## src/rtl/cpu_pkg.sv

```systemverilog
// Shared types for the data-memory arbiter: FSM state and port-owner encodings.
package cpu_pkg;

    typedef enum logic [1:0] {
        CPU_PRI,
        IO_BURST,
        YIELD
    } arb_state_t;

    typedef enum logic [1:0] {
        OWN_NONE,
        OWN_CPU,
        OWN_IO
    } arb_owner_t;

    localparam int unsigned STAT_WIDTH = 32;

endpackage

```

## src/rtl/sat_counter.sv

```systemverilog
// Saturating up-counter with synchronous clear (clear wins over increment).
module sat_counter #(
    parameter int unsigned      Width = 4,
    parameter logic [Width-1:0] Limit = '1
) (
    input  logic             clk_i,
    input  logic             rst_ni,
    input  logic             inc_i,
    input  logic             clr_i,
    output logic [Width-1:0] cnt_o
);

    logic [Width-1:0] cnt_q, cnt_d;

    always_comb begin
        cnt_d = cnt_q;
        if (clr_i) begin
            cnt_d = '0;
        end else if (inc_i && (cnt_q != Limit)) begin
            cnt_d = cnt_q + 1'b1;
        end
    end

    always_ff @(posedge clk_i or negedge rst_ni) begin
        if (!rst_ni) begin
            cnt_q <= '0;
        end else begin
            cnt_q <= cnt_d;
        end
    end

    assign cnt_o = cnt_q;

endmodule

```

## src/rtl/dmem_arbiter.sv

```systemverilog
// Data-memory port arbiter: CPU priority with an I/O starvation guard and a burst cap.
// Defining DMEM_ARB_STATS_EN adds saturating statCpuStall / statIoBeats outputs.
module dmem_arbiter
    import cpu_pkg::*;
#(
    parameter int unsigned WIDTH       = 32,
    parameter int unsigned STARVELIMIT = 8,
    parameter int unsigned BURSTMAX    = 4
) (
    input  logic                  clock,
    input  logic                  reset,
    input  logic                  cpuReq,
    input  logic                  cpuWe,
    input  logic [WIDTH-1:0]      cpuAddr,
    input  logic [WIDTH-1:0]      cpuWData,
    output logic                  cpuStall,
    output logic [WIDTH-1:0]      cpuRData,
    input  logic                  ioReq,
    input  logic                  ioWe,
    input  logic [WIDTH-1:0]      ioAddr,
    input  logic [WIDTH-1:0]      ioWData,
    output logic                  ioGnt,
    output logic                  ioRValid,
    output logic [WIDTH-1:0]      ioRData,
    output logic                  memWe,
    output logic [WIDTH-1:0]      memAddr,
    output logic [WIDTH-1:0]      memWData,
`ifdef DMEM_ARB_STATS_EN
    output logic [STAT_WIDTH-1:0] statCpuStall,
    output logic [STAT_WIDTH-1:0] statIoBeats,
`endif
    input  logic [WIDTH-1:0]      memRData
);

    localparam int unsigned SW = $clog2(STARVELIMIT + 1);
    localparam int unsigned BW = $clog2(BURSTMAX + 1);

    arb_state_t    state_q, state_d;
    arb_owner_t    owner;
    logic [SW-1:0] starve_cnt;
    logic [BW-1:0] burst_cnt;
    logic          starved, burst_last, io_beat, rd_io_q;

    assign starved    = (starve_cnt == SW'(STARVELIMIT));
    // The beat that fills the cap hands the next cycle back to the CPU.
    assign burst_last = cpuReq && (burst_cnt == BW'(BURSTMAX - 1));
    assign io_beat    = (owner == OWN_IO) && ioReq;

    always_ff @(posedge clock or negedge reset) begin
        if (!reset) begin
            state_q <= CPU_PRI;
        end else begin
            state_q <= state_d;
        end
    end

    always_comb begin
        state_d = state_q;
        unique case (state_q)
            CPU_PRI: begin
                if (ioReq && (starved || !cpuReq)) begin
                    state_d = burst_last ? YIELD : IO_BURST;
                end
            end
            IO_BURST: begin
                if (!ioReq) begin
                    state_d = CPU_PRI;
                end else if (burst_last) begin
                    state_d = YIELD;
                end
            end
            YIELD:   state_d = CPU_PRI;
            default: state_d = CPU_PRI;
        endcase
    end

    always_comb begin
        owner = OWN_NONE;
        unique case (state_q)
            CPU_PRI: begin
                if (ioReq && starved) begin
                    owner = OWN_IO;
                end else if (cpuReq) begin
                    owner = OWN_CPU;
                end else if (ioReq) begin
                    owner = OWN_IO;
                end
            end
            IO_BURST: begin
                if (ioReq) begin
                    owner = OWN_IO;
                end else if (cpuReq) begin
                    owner = OWN_CPU;
                end
            end
            YIELD: begin
                if (cpuReq) begin
                    owner = OWN_CPU;
                end
            end
            default: owner = OWN_NONE;
        endcase
        // Nobody touches the port while reset is asserted.
        if (!reset) begin
            owner = OWN_NONE;
        end
    end

    assign ioGnt    = (owner == OWN_IO);
    assign cpuStall = reset && cpuReq && (owner != OWN_CPU);
    assign memWe    = (owner == OWN_IO) ? ioWe : ((owner == OWN_CPU) ? cpuWe : 1'b0);
    assign memAddr  = (owner == OWN_IO) ? ioAddr : cpuAddr;
    assign memWData = (owner == OWN_IO) ? ioWData : cpuWData;

    always_ff @(posedge clock or negedge reset) begin
        if (!reset) begin
            rd_io_q <= 1'b0;
        end else begin
            rd_io_q <= io_beat && !ioWe;
        end
    end

    assign ioRValid = rd_io_q;
    assign ioRData  = memRData;
    assign cpuRData = memRData;

    sat_counter #(
        .Width (SW),
        .Limit (SW'(STARVELIMIT))
    ) u_starve_cnt (
        .clk_i  (clock),
        .rst_ni (reset),
        .inc_i  (ioReq && !ioGnt),
        .clr_i  (io_beat),
        .cnt_o  (starve_cnt)
    );

    sat_counter #(
        .Width (BW),
        .Limit (BW'(BURSTMAX))
    ) u_burst_cnt (
        .clk_i  (clock),
        .rst_ni (reset),
        .inc_i  (io_beat && cpuReq),
        .clr_i  ((state_d != IO_BURST) || (io_beat && !cpuReq)),
        .cnt_o  (burst_cnt)
    );

`ifdef DMEM_ARB_STATS_EN
    sat_counter #(
        .Width (STAT_WIDTH)
    ) u_stat_stall (
        .clk_i  (clock),
        .rst_ni (reset),
        .inc_i  (cpuStall),
        .clr_i  (1'b0),
        .cnt_o  (statCpuStall)
    );

    sat_counter #(
        .Width (STAT_WIDTH)
    ) u_stat_beats (
        .clk_i  (clock),
        .rst_ni (reset),
        .inc_i  (io_beat),
        .clr_i  (1'b0),
        .cnt_o  (statIoBeats)
    );
`endif

endmodule

```

## config.mk

```make
export PLATFORM = sky130hd
export DESIGN_NAME = dmem_arbiter
export DESIGN_NICKNAME = d
export VERILOG_FILES = /design/src/rtl/cpu_pkg.sv /design/src/rtl/sat_counter.sv /design/src/rtl/dmem_arbiter.sv
export SDC_FILE = /design/constraint.sdc
export NUM_CORES = 1
export LEC_CHECK = 0
export CAP_MARGIN = 20
export CORE_AREA = 10 10 107 109
export DETAILED_ROUTE_END_ITERATION = 12
export DIE_AREA = 0 0 117 119
export PLACE_DENSITY_LB_ADDON = 0.25
export SYNTH_ARGS = -nofsm -noshare
export SYNTH_HDL_FRONTEND = slang
export SYNTH_HIERARCHICAL = 1
export SYNTH_SLANG_ARGS = --single-unit
```

## constraint.sdc

```tcl
create_clock -name clock -period 3.9 [get_ports clock]
set_clock_uncertainty 0.1 [all_clocks]
set_input_delay 0.585 -clock clock [delete_from_list [all_inputs] [get_ports clock]]
set_output_delay 0.585 -clock clock [all_outputs]
set_load 0.1 [all_outputs]
```

; ---- Word-level counts from Yosys, hierarchy flattened
; Index checks and enable logic that the tools add are counted.
[classes]
addsub = 2
n_eq_ne = 10
mux = 20
n_reduce_logical = 20
[ops]
columns = op, n
row1 = $mux W32, 2
row2 = $mux W2, 9
row3 = $logic_and A1 B1 Y1, 12
row4 = $mux W4, 2
row5 = $mux W3, 2
row6 = $pmux W2 S3, 1
row7 = $add A4 B1 Y4 const B, 1
row8 = $eq A2 B1 Y1 const B, 2
row9 = $eq A2 B2 Y1 const B, 2
row10 = $eq A4 B4 Y1 const B, 1
row11 = $ne A2 B1 Y1 const B, 2
row12 = $ne A4 B4 Y1 const B, 1
row13 = $pmux W2 S2, 1
row14 = $reduce_bool A2 Y1, 2
row15 = $add A3 B1 Y3 const B, 1
row16 = $eq A3 B2 Y1 const B, 1
row17 = $logic_not A1 Y1, 3
row18 = $mux W1, 3
row19 = $ne A3 B3 Y1 const B, 1
row20 = $logic_not A2 Y1, 1
row21 = $logic_or A1 B1 Y1, 2
[word_totals]
regBits = 10
inputBits = 166
output_inout_bits = 132
word_cells = 56

; ---- Longest topological paths before layout
; Gate-level depths: netlist of the first run.
[depth]
ltp_word = 11
ltp_mapped = 7
ltp_nobuf = 6

; ---- Modules after synthesis
; The synthesis of the first run kept the hierarchy.
[by_module_without_submodules]
columns = module, n_inst, cells_per_inst, area_each_um2, seq_area_each_um2
row1 = dmem_arbiter, 1, 165, 1554.0, 75.1
row2 = sat_counter at u_starve_cnt, 1, 23, 232.7, 100.1
row3 = sat_counter at u_burst_cnt, 1, 17, 193.9, 75.1

; ---- Worst setup path after synthesis of the first run
; OpenSTA, ideal clock, no wires.
[synth_path]
path_kind = register to output
start = register u_starve_cnt.cnt_q[1], in the netlist u_starve_cnt/cnt_o[1]
end = output cpuStall
arrival_ns = 2.924
required_ns = 3.215
path_slack_ns = 0.291
path_stages_with_launch = 4
path_buffers = 0
path_cell_list = dfrtp_1 -> nor4b_4 -> a21oi_1 -> nor3_1
[synth_via]
elab_chain_cells = 7
[synth_rtl]
columns = item, line
row1 = start: declaration, sat_counter.sv:13  ; logic [Width-1:0] cnt_q, cnt_d;
row2 = start signal: assignment, sat_counter.sv:28  ; cnt_q <= cnt_d;
row3 = $eq A4 B4 Y1, dmem_arbiter.sv:44  ; assign starved = (starve_cnt == SW'(STARVELIMIT));
row4 = $logic_and A1 B1 Y1, dmem_arbiter.sv:81  ; if (ioReq && starved) begin
row5 = $mux W2, dmem_arbiter.sv:81
row6 = $pmux W2 S3, dmem_arbiter.sv:79  ; unique case (state_q)
row7 = $mux W2, dmem_arbiter.sv:104  ; if (!reset) begin
row8 = $ne A2 B1 Y1, dmem_arbiter.sv:110  ; assign cpuStall = reset && cpuReq && (owner != OWN_CPU);
row9 = $logic_and A1 B1 Y1, dmem_arbiter.sv:110
row10 = end: declaration, dmem_arbiter.sv:16  ; output logic cpuStall,
; No other way between the ends.

; ---- Final worst setup path of the first run
[layout_path]
start = input cpuReq
end = output memAddr[17]
[layout_via]
elab_chain_cells = 6
word_cells_on_any_way = 8
cone_classes = 1 x eq/ne / 7 x mux
[layout_rtl]
columns = item, line
row1 = start: declaration, dmem_arbiter.sv:12  ; input logic cpuReq,
row2 = $mux W1 or $mux W2 (tied branches), "dmem_arbiter.sv:92, dmem_arbiter.sv:97, dmem_arbiter.sv:83"
row3 = "$mux W2, on equally long branches", "dmem_arbiter.sv:90, dmem_arbiter.sv:81"
row4 = $pmux W2 S3 *, dmem_arbiter.sv:79
row5 = $mux W2 *, dmem_arbiter.sv:104
row6 = $eq A2 B2 Y1 *, dmem_arbiter.sv:112  ; assign memAddr = (owner == OWN_IO) ? ioAddr : cpuAddr;
row7 = $mux W32 *, dmem_arbiter.sv:112
row8 = end: declaration, dmem_arbiter.sv:26  ; output logic [WIDTH-1:0] memAddr,
; Mark *: on every way between the ends. The rest lies on a longest branch, timed or not.

==> metrics.csv, run 1 <==
stage;metric;value;unit
pwr;ir_worst_vdd;162;uV
worst_hold_path;hp-class;register to register;
run;drv_cap;0;
floorplan;fp-row-count;36;
global_routing;grt_start_max_net_pins;40;
clock_network;cts.sinks;10;
clock_network;clk_path_buf_depth;2;
timing;report.final.setup_viol;0;
critical_path;critPathMaxStageDelay;0.55;ns
pwr;leakage;1.80;nW
finish;drive_above_1_share;42.2;%
critical_path;r2r-start;u_starve_cnt/cnt_o[1];
floorplan;die_w;117;um
timing;hold_ws;0.484;ns
yosys;ys_seq_area_share;12.6;%
floorplan;io_pins;298;
floorplan;die_area;13900;sq um
clock_network;h-tree-depth;1;
timing;final.period_utilization;82.7;%
timing;fmax;310;MHz
yosys;synth_fp_nets;375;
floorplan;initial_core_util;20.9;%
finish;regArea;250;sq um
critical_path;reg2regPathDepth;5;
finish;fillCellCount;904;
finish;diodes;0;
detailed_routing;wl;9.69;mm
critical_path;slowest_stage;clkdlybuf4s50_1;
floorplan;die_h;119;um
global_routing;antenna_found_initial;0;
detailed_routing;route.detailed.drc;0;
critical_path;crit_chain;clkdlybuf4s50_1 > nand2b_1 > o211ai_4 > buf_4 > mux2_2 > buf_12;
detailed_routing;vias;1944;
place;portBuffers;201;
place;place_congestion;0.730;
timing;tightest_slew;0.987;ns
yosys;synth_area_per_cell;9.66;sq um
yosys;ys_warn_count;6;
global_routing;grt_overflow;0;
global_routing;grt_pass1_wl;13.5;mm
critical_path;startpoint;cpuReq;
critical_path;start_kind;input pin;
global_routing;track_usage;12.7;%
detailed_routing;antenna_left;0;
worst_hold_path;min_from;u_starve_cnt/cnt_o[3];
critical_path;cp.required;3.21;ns
critical_path;critPathCaptureType;output pin;
timing;drv_slew;0;
outcome;outcome;finished, final reports clean;
yosys;syn-cell-area;1980;sq um
yosys;async_flop_share;100;%
global_routing;grt_pass1_vias;2119;
finish;nets;513;
timing;finalHoldViolations;0;
detailed_routing;firstDrtPassIters;4;
timing;rsz0062_at_grt;false;
yosys;yosys.cell_types.count;30;
finish;area_growth;112;%
yosys;ys_seq_elements;10;
detailed_routing;routedWlPerCell;21.3;um
clock_network;cts_buffers;3;
clock_network;path_clk_slew;0.04;ns
finish;layout_common_cells;134 x clkdlybuf4s50_1, 56 x buf_12, 48 x mux2_2;
detailed_routing;drt_iter0_drc;78;
timing;maxSlewHeadroom;34.0;%
finish;multi_input_area;1170;sq um
timing;min_period;3.23;ns
clock_network;tritoncts;yes;
yosys;synth_edf_count;0;
clock_network;cts_resized;0;
yosys;yosys_most_used_dff;dfrtp_1;
finish;fin_area;4210;sq um
pwr;powerDensity;282;nW/um^2
detailed_routing;viasPerCell;4.27;
critical_path;cp_data_arrival_time;2.54;ns
place;post-dp-hpwl;8.63;mm
place;place_area;4170;sq um
timing;setup-tns-final;0;ns
clock_network;cts_setup_buffers;0;
clock_network;cts-root-buf;clkbuf_8;
worst_hold_path;holdPathStages;2;
floorplan;core-area;9460;sq um
clock_network;clock_latency;0.23;ns
critical_path;crit_path_max_fanout;29;
finish;layout_commonest_cell;clkdlybuf4s50_1;
yosys;netlist_instances;205;
clock_network;ctsHoldBuffers;0;
critical_path;critPathKind;input pin to output pin;
-- final timing paths --
| path | endpoint | slack, ns |
|---|---|---|
| worst min register to register | u_starve_cnt/cnt_o[3] | 0.48 |
| max in group asynchronous | u_starve_cnt/cnt_o[1] | 2.86 |
| worst max-delay path | memAddr[17] | 0.67 |
| min in group asynchronous | u_burst_cnt/cnt_o[2] | 0.68 |
| worst max register to register | u_burst_cnt/cnt_o[0] | 1.76 |
| worst min-delay path | u_starve_cnt/cnt_o[3] | 0.48 |
-- metal layers --
metal / up-vias / wire length [um] / global-route usage, %
met3: 21 / 1430 / 7.68
met1: 878 / 3190 / 11.8
met2: 135 / 4880 / 22.7
met5: - / 0 / 0
met4: 0 / 192 / 3.55
li1: 910 / - / -
-- cells by family (layout without fill, tap and decap cells) --
group                    Yosys count  after routing  synth area share [%]
buffers and inverters             80            216                  28.7
multiplexers                      68             68                  41.9
AND/OR/NAND/NOR                   31             31                  9.35
AO/OA/AOI/OAI                     11             11                  4.42
flip-flops                        10             10                  12.6
adder cells (fa/ha/maj)            4              4                  2.53
XOR/XNOR                           1              1                 0.442
-- synthesized netlist by cell type, types with 2 or more instances --
cell	n	area share, %
nand2b_1	5	1.6
buf_4	64	24
nand4_1	2	0.63
dfrtp_1	10	13
inv_1	9	1.7
mux2i_1	2	1.0
nor2_1	9	1.7
buf_6	3	1.7
nor3_1	2	0.51
mux2_2	48	27
nand2_1	4	0.76
ha_1	4	2.5
a21oi_1	2	0.51
o21ai_0	3	0.76
buf_2	4	1.0
nor2b_1	3	0.95
mux2_4	18	14
-- per-stage QoR --
stage / setup WS, ns / power [mW] / cells / utilization, %
finish: 0.674 / 1.18 / 455 / 44.5
global route: 0.556 / 1.23 / 455 / 44.5
CTS: 0.668 / 1.20 / 455 / 44.5
detailed placement: 0.670 / 1.09 / 452 / 44.0
global placement: 0.686 / 1.08 / 452 / 44.0
floorplan: 0.291 / 1.01 / 205 / -
-- sequential cells by signal (all words and copies together), names as in the netlist --
register	cells
ioRValid	1
u_starve_cnt/cnt_o	4
u_burst_cnt/cnt_o	3
state_q	2
-- area by class of cell --
class | count | share of cell area (%)
inverters | 9 | 0.803
flip-flops and latches | 10 | 5.95
multi-input cells | 115 | 27.8
repair buffers | 204 | 61.0
well taps | 114 | 3.39
clock buffers | 3 | 0.982
-- critical path, delay by kind of cell --
family / cells / cell delay, ns
AOI/OAI and AO/OA: 1 / 0.21
buffers and inverters: 3 / 1.15
muxes: 1 / 0.42
and+or+nand+nor: 1 / 0.14
-- report_power, final --
part	internal [mW]	switching, mW	leakage (nW)
clock	0.0672	0.0359	0.0216
sequential	0.120	0.0267	0.134
combinational	0.392	0.543	1.64
Note: power is estimated with default switching activity, not from simulation.
==> inputs of run 2 (changes only) <==
--- a/config.mk
+++ b/config.mk
@@ -6,9 +6,9 @@
 export NUM_CORES = 1
 export LEC_CHECK = 0
 export CAP_MARGIN = 20
-export CORE_AREA = 10 10 107 109
+export CORE_MARGIN = 10
+export CORE_UTILIZATION = 21
 export DETAILED_ROUTE_END_ITERATION = 12
-export DIE_AREA = 0 0 117 119
 export PLACE_DENSITY_LB_ADDON = 0.25
 export SYNTH_ARGS = -nofsm -noshare
 export SYNTH_HDL_FRONTEND = slang
==> constraint.sdc (replaced) <==
create_clock -name clock -period 2.6 [get_ports clock]
set_clock_uncertainty 0.1 [all_clocks]
set_input_delay 0.39 -clock clock [delete_from_list [all_inputs] [get_ports clock]]
set_output_delay 0.39 -clock clock [all_outputs]
set_load 0.1 [all_outputs]
==> run 2 against run 1 <==
Final cell count increased by 2.6%. Utilization increased by 5.2 points. Sequential power increased by 46%. Routed wire length increased by 2.3%. Register-to-register slack got worse by 1.2 ns. First-iteration DRC count decreased by 47%. Combinational power increased by 63%. Sequential cell count unchanged. Final area increased by 8.6%. Die area decreased by 1.5%. Critical endpoint is now memWData[26]. Largest cell class unchanged. Largest power group unchanged. Highest routed layer is now met5.
==> metrics.csv, run 2 (synthesis results as in run 1) <==
stage;metric;value;unit;change
timing;maxSlewHeadroom;80.9;%;+47 points
timing;min_period;2.57;ns;
global_routing;antenna_found_initial;1;;+1
clock_network;cts.sinks;10;;unchanged
global_routing;track_usage;12.4;%;-0.37 points
timing;drv_slew;0;;unchanged
detailed_routing;firstDrtPassIters;4;;unchanged
outcome;outcome;finished, final reports clean;;
floorplan;die_area;13700;sq um;-1.5%
detailed_routing;viasPerCell;4.27;;about the same
global_routing;grt_overflow;0;;unchanged
finish;fillCellCount;830;;-8.2%
global_routing;use_met1;13.3;%;+1.5 points
critical_path;critPathKind;register to output pin;;
global_routing;grt_pass1_vias;2133;;+0.66%
global_routing;grt_start_max_net_pins;36;;-10%
floorplan;die_w;117;um;about the same
timing;fmax;389;MHz;
place;post-dp-hpwl;8.43;mm;-2.3%
finish;nets;527;;+2.7%
pwr;leakage;1.99;nW;+11%
finish;fin_area;4570;sq um;+8.6%
finish;layout_commonest_cell;clkdlybuf4s50_1;;
critical_path;critPathCaptureType;output pin;;
timing;report.final.setup_viol;0;;unchanged
clock_network;clock_latency;0.24;ns;about the same
finish;diodes;0;;unchanged
detailed_routing;antenna_left;0;;unchanged
detailed_routing;route.detailed.drc;0;;unchanged
place;place_congestion;0.779;;+6.7%
place;pre_cts_ws;0.0201;ns;-0.650 ns
global_routing;met3_usage;7.85;%;+0.17 points
critical_path;reg2regPathDepth;7;;+2
place;place_area;4360;sq um;+4.7%
critical_path;cp_data_arrival_time;2.08;ns;-0.46 ns
clock_network;tritoncts;yes;;
floorplan;io_pins;298;;unchanged
run;drv_cap;0;;unchanged
timing;finalHoldViolations;0;;unchanged
clock_network;cts-root-buf;clkbuf_8;;
critical_path;crit_path_max_fanout;17;;-41%
clock_network;ctsHoldBuffers;0;;unchanged
detailed_routing;vias;1996;;+2.7%
detailed_routing;drt_iter0_drc;41;;-47%
timing;worst_slack;0.0326;ns;-0.642 ns
timing;final.period_utilization;98.7;%;
clock_network;clk_path_buf_depth;2;;unchanged
place;portBuffers;201;;unchanged
global_routing;grt_pass1_wl;13.1;mm;-3.6%
critical_path;start_kind;register;;
floorplan;die_h;117;um;-1.6%
floorplan;initial_core_util;21.5;%;+0.60 points
global_routing;use_met2;19.8;%;-2.9 points
timing;rsz0062_at_grt;true;;
clock_network;cts_buffers;3;;unchanged
clock_network;path_clk_slew;0.05;ns;about the same
finish;largest_register_ffs;4;;unchanged
finish;area_growth;131;%;
timing;tightest_slew;0.288;ns;-0.699 ns
finish;layout_common_cells;132 x clkdlybuf4s50_1, 69 x buf_12, 46 x mux2_2;;
global_routing;busiest_layer;met2;;
critical_path;cp.required;2.11;ns;-1.10 ns
finish;drive_above_1_share;46.3;%;+4.1 points
clock_network;h-tree-depth;1;;unchanged
floorplan;core-area;9200;sq um;-2.8%
pwr;powerDensity;425;nW/um^2;+51%
worst_hold_path;hp-class;input pin to async pin;;
detailed_routing;routedWlPerCell;21.2;um;-0.32%
pwr;ir_worst_vdd;206;uV;+27%
finish;regArea;253;sq um;+1.0%
finish;multi_input_area;1200;sq um;+2.2%
detailed_routing;wl;9.92;mm;+2.3%
floorplan;fp-row-count;35;;-2.8%
[run 2: cell types whose count changed in the layout (fill, tap and decap cells not counted), moves of 2 or more]
cell / previous run / this run
dfrtp_2: 0 / 2
mux2_4: 18 / 20
clkbuf_16: 0 / 2
mux2_2: 48 / 46
clkdlybuf4s50_1: 134 / 132
buf_12: 56 / 69
dfrtp_1: 10 / 8
[run 2: what timing repair did]
item	in CTS	in global routing
setup endpoints to repair	0	62
resized for setup	0	8
buffers inserted	0	8
[run 2: per-stage QoR]
stage                     hold WS, ns  total power [mW]  cells  setup TNS (ns)  util [%]
after global placement          0.470              1.68    453               0      47.4
final                           0.468              1.94    467               0      49.7
after global routing            0.479              2.01    467          -0.154      49.7
after floorplan              -0.00559              1.51    205               0         -
after detailed placement        0.493              1.68    453               0      47.4
after CTS                       0.477              1.89    457               0      48.0
[run 2: final timing paths]
check	startpoint	endpoint	slack, ns
worst min-delay path	reset	state_q[1]	0.47
worst min register to register	u_burst_cnt/cnt_o[1]	u_burst_cnt/cnt_o[1]	0.50
min in group clock	u_burst_cnt/cnt_o[1]	u_burst_cnt/cnt_o[1]	0.50
worst max-delay path	u_starve_cnt/cnt_o[2]	memWData[26]	0.03
worst max register to register	u_starve_cnt/cnt_o[2]	u_burst_cnt/cnt_o[1]	0.61
max in group asynchronous	reset	u_starve_cnt/cnt_o[2]	1.76
[run 2: critical path, stage by stage, from the launching register on]
cell	delay (ns)
dfrtp_2	0.43
nor4b_4	0.26
buf_4	0.18
o211ai_4	0.11
buf_12	0.16
clkbuf_16	0.19
mux2_4	0.33
buf_12	0.17
[run 2: layout make-up]
class,count,share of cell area [%]
Sequential cell,10,5.53
Tap cell,111,3.04
Inverter,9,0.740
Multi-Input combinational cell,115,26.2
Timing Repair Buffer,218,63.3
Clock buffer,4,1.21
[run 2: report_power, final]
group          internal, mW  switching [mW]  total (mW)
registers             0.182          0.0333       0.215
logic                 0.679           0.845        1.52
clock network         0.134          0.0685       0.202
total                 0.995           0.947        1.94
[run 2: metal layers]
metal | wire [um] | up-vias
met5 | 20 | -
met4 | 133 | 2
met3 | 1460 | 20
met2 | 4850 | 148
met1 | 3460 | 886
li1 | - | 940
==> inputs of run 3 (changes only) <==
--- a/config.mk
+++ b/config.mk
@@ -9,6 +9,7 @@
 export CORE_MARGIN = 10
 export CORE_UTILIZATION = 21
 export DETAILED_ROUTE_END_ITERATION = 12
+export GPL_TIMING_DRIVEN = 0
 export PLACE_DENSITY_LB_ADDON = 0.25
 export SYNTH_ARGS = -nofsm -noshare
 export SYNTH_HDL_FRONTEND = slang
==> constraint.sdc (replaced) <==
create_clock -name clock -period 2.6 [get_ports clock]
set_clock_uncertainty 0.1 [all_clocks]
set_input_delay 0.52 -clock clock [delete_from_list [all_inputs] [get_ports clock]]
set_output_delay 0.52 -clock clock [all_outputs]
set_load 0.1 [all_outputs]
==> run 3 against run 2 <==
Non-clock buffer count increased by 133. Combinational power increased by 32%. Hold slack got worse by 0.27 ns. Register-to-register slack got worse by 0.22 ns. Utilization increased by 8.7 points. Clock power decreased by 18%. Maximum frequency decreased by 1.1%. Die area unchanged. Largest cell class unchanged. Largest power group unchanged.
==> metrics.csv, run 3 (synthesis results as in run 1) <==
stage;metric;value;unit;change
outcome;outcome;finished, final reports clean;;
detailed_routing;firstDrtPassIters;4;;unchanged
global_routing;grt_overflow;0;;unchanged
timing;drv_slew;0;;unchanged
detailed_routing;route.detailed.drc;0;;unchanged
critical_path;rr_endpoint;u_starve_cnt/cnt_o[0];;
finish;layout_common_cells;195 x clkdlybuf4s50_1, 75 x buf_4, 47 x buf_6;;
detailed_routing;antenna_left;0;;unchanged
timing;finalHoldViolations;0;;unchanged
critical_path;critPathCaptureType;output pin;;
critical_path;critPathKind;register to output pin;;
clock_network;cts.sinks;10;;unchanged
detailed_routing;routedWlPerCell;21.3;um;+0.13%
critical_path;crit_chain;nor4b_4 > o211ai_4 > buf_12 > buf_8 > mux2_4 > buf_12;;
global_routing;grt_pass1_wl;17.1;mm;+31%
place;place_congestion;0.802;;+3.0%
global_routing;use_met2;32.6;%;+13 points
critical_path;cpMostUsedCell;buf_12;;
clock_network;ctsHoldBuffers;0;;unchanged
timing;report.final.setup_viol;0;;unchanged
global_routing;use_met1;15.0;%;+1.6 points
timing;tightest_slew;1.01;ns;+0.724 ns
critical_path;cp_data_arrival_time;1.98;ns;-0.10 ns
timing;min_period;2.60;ns;+0.0291 ns
pwr;leakage;2.42;nW;+22%
global_routing;met3_usage;7.95;%;+0.10 points
floorplan;die_area;13700;sq um;unchanged
pwr;powerDensity;442;nW/um^2;+4.0%
detailed_routing;drt_iter0_drc;40;;-2.4%
critical_path;r2r-start;u_starve_cnt/cnt_o[1];;
critical_path;critPathMaxStageDelay;0.42;ns;about the same
floorplan;die_h;117;um;unchanged
floorplan;io_pins;298;;unchanged
clock_network;clk_path_buf_depth;2;;unchanged
clock_network;cts-root-buf;clkbuf_8;;
critical_path;cp-endpoint;memAddr[5];;
timing;maxSlewHeadroom;32.3;%;-49 points
critical_path;slowest_stage;dfrtp_2;;
clock_network;clock_latency;0.23;ns;about the same
finish;nets;660;;+25%
place;portBuffers;265;;+32%
clock_network;cts_buffers;3;;unchanged
finish;area_growth;171;%;
floorplan;die_w;117;um;unchanged
clock_network;h-tree-depth;1;;unchanged
timing;fmax;385;MHz;-1.1%
run;drv_cap;0;;unchanged
finish;largest_register_ffs;4;;unchanged
detailed_routing;vias;2492;;+25%
global_routing;grt_start_max_net_pins;15;;-58%
pwr;ir_worst_vdd;202;uV;-2.0%
finish;fillCellCount;750;;-9.6%
clock_network;path_clk_slew;0.05;ns;about the same
critical_path;cp.required;1.98;ns;-0.13 ns
finish;layout_commonest_cell;clkdlybuf4s50_1;;
global_routing;busiest_layer;met2;;
global_routing;grt_pass1_vias;2777;;+30%
detailed_routing;viasPerCell;4.15;;-2.8%
global_routing;track_usage;16.6;%;+4.2 points
timing;hold_ws;0.198;ns;-0.270 ns
detailed_routing;wl;12.8;mm;+29%
critical_path;startpoint;u_starve_cnt/cnt_o[1];;
timing;final.period_utilization;99.9;%;+1.1 points
place;post-dp-hpwl;11.5;mm;+36%
floorplan;core-area;9200;sq um;unchanged
critical_path;reg2regPathDepth;9;;+2
finish;final_core_util;58.4;%;+8.7 points
critical_path;r2r_slack;0.39;ns;-0.22 ns
clock_network;tritoncts;yes;;
floorplan;fp-row-count;35;;unchanged
floorplan;initial_core_util;21.5;%;unchanged
worst_hold_path;hp-class;input pin to async pin;;
critical_path;start_kind;register;;
critical_path;crit_path_max_fanout;7;;-10
timing;rsz0062_at_grt;true;;
finish;drive_above_1_share;48.4;%;+2.0 points
global_routing;antenna_found_initial;0;;-1
## run 3: cell count changes in the layout (fill, tap and decap cells not counted), moves of 2 or more
| cell | previous run | this run |
|---|---|---|
| buf_12 | 69 | 23 |
| buf_4 | 13 | 75 |
| buf_6 | 0 | 47 |
| buf_8 | 0 | 4 |
| clkdlybuf4s15_2 | 0 | 2 |
| clkdlybuf4s50_1 | 132 | 195 |
## run 3: worst min path at each step
stage	slack [ns]	cells after the start	endpoint
after floorplan	0.12	0	ioRValid
after global placement	0.46	2	u_starve_cnt/cnt_o[3]
after detailed placement	0.48	2	u_starve_cnt/cnt_o[3]
after CTS	0.20	1	u_starve_cnt/cnt_o[1]
after global routing	0.22	1	u_starve_cnt/cnt_o[1]
final	0.20	1	u_starve_cnt/cnt_o[1]
## run 3: where the power goes
group	internal (mW)	leakage (nW)	switching, mW	total [mW]
sequential	0.184	0.130	0.0247	0.208
clock	0.102	0.0216	0.0634	0.165
combinational	0.731	2.26	1.27	2.00
## run 3: cell type report
type | count | area [sq um] | share of cell area, %
multi-input combinational | 115 | 1210 | 22.6
tap | 111 | 139 | 2.59
buffer | 71 | 594 | 11.1
sequential | 10 | 254 | 4.73
clock buffer | 3 | 41.3 | 0.769
timing repair buffer | 280 | 3090 | 57.6
inverter | 9 | 33.8 | 0.630
antenna | 1 | 2.50 | 0.0466
## run 3: worst max-delay path, delay by kind of cell, from the launching register on
| kind | cells | cell delay (ns) |
|---|---|---|
| and+or+nand+nor | 1 | 0.35 |
| muxes | 1 | 0.31 |
| AOI/OAI and AO/OA | 1 | 0.15 |
| DFF | 1 | 0.42 |
| buffers and inverters | 3 | 0.50 |
## run 3: stage by stage
step / setup TNS, ns / instances / setup WS, ns / power (mW) / cell area (sq um)
3_5_place_dp: -102.70 / 581 / -1.61 / 2.02 / 4790
2_1_floorplan: -0.0936 / 205 / -0.0936 / 1.51 / 2000
3_3_place_gp: -100.98 / 581 / -1.59 / 2.01 / 4790
5_1_grt: -5.27 / 599 / -0.0992 / 2.45 / 5360
6_report: 0 / 600 / 0.00352 / 2.37 / 5370
4_1_cts: -3.33 / 595 / -0.0737 / 2.35 / 5310
## run 3: repair_timing
item	CTS	global route
pin swaps	2	2
endpoints found under the setup margin	68	66
setup buffers	10	4
gates cloned	2	1
resized for setup	532	10
## run 3: layer usage
metal  part of all wire [%]  wire length (um)
met1                     30              3770
met2                     57              7290
met3                     13              1620
met4                   0.64                82
met5                      0                 0
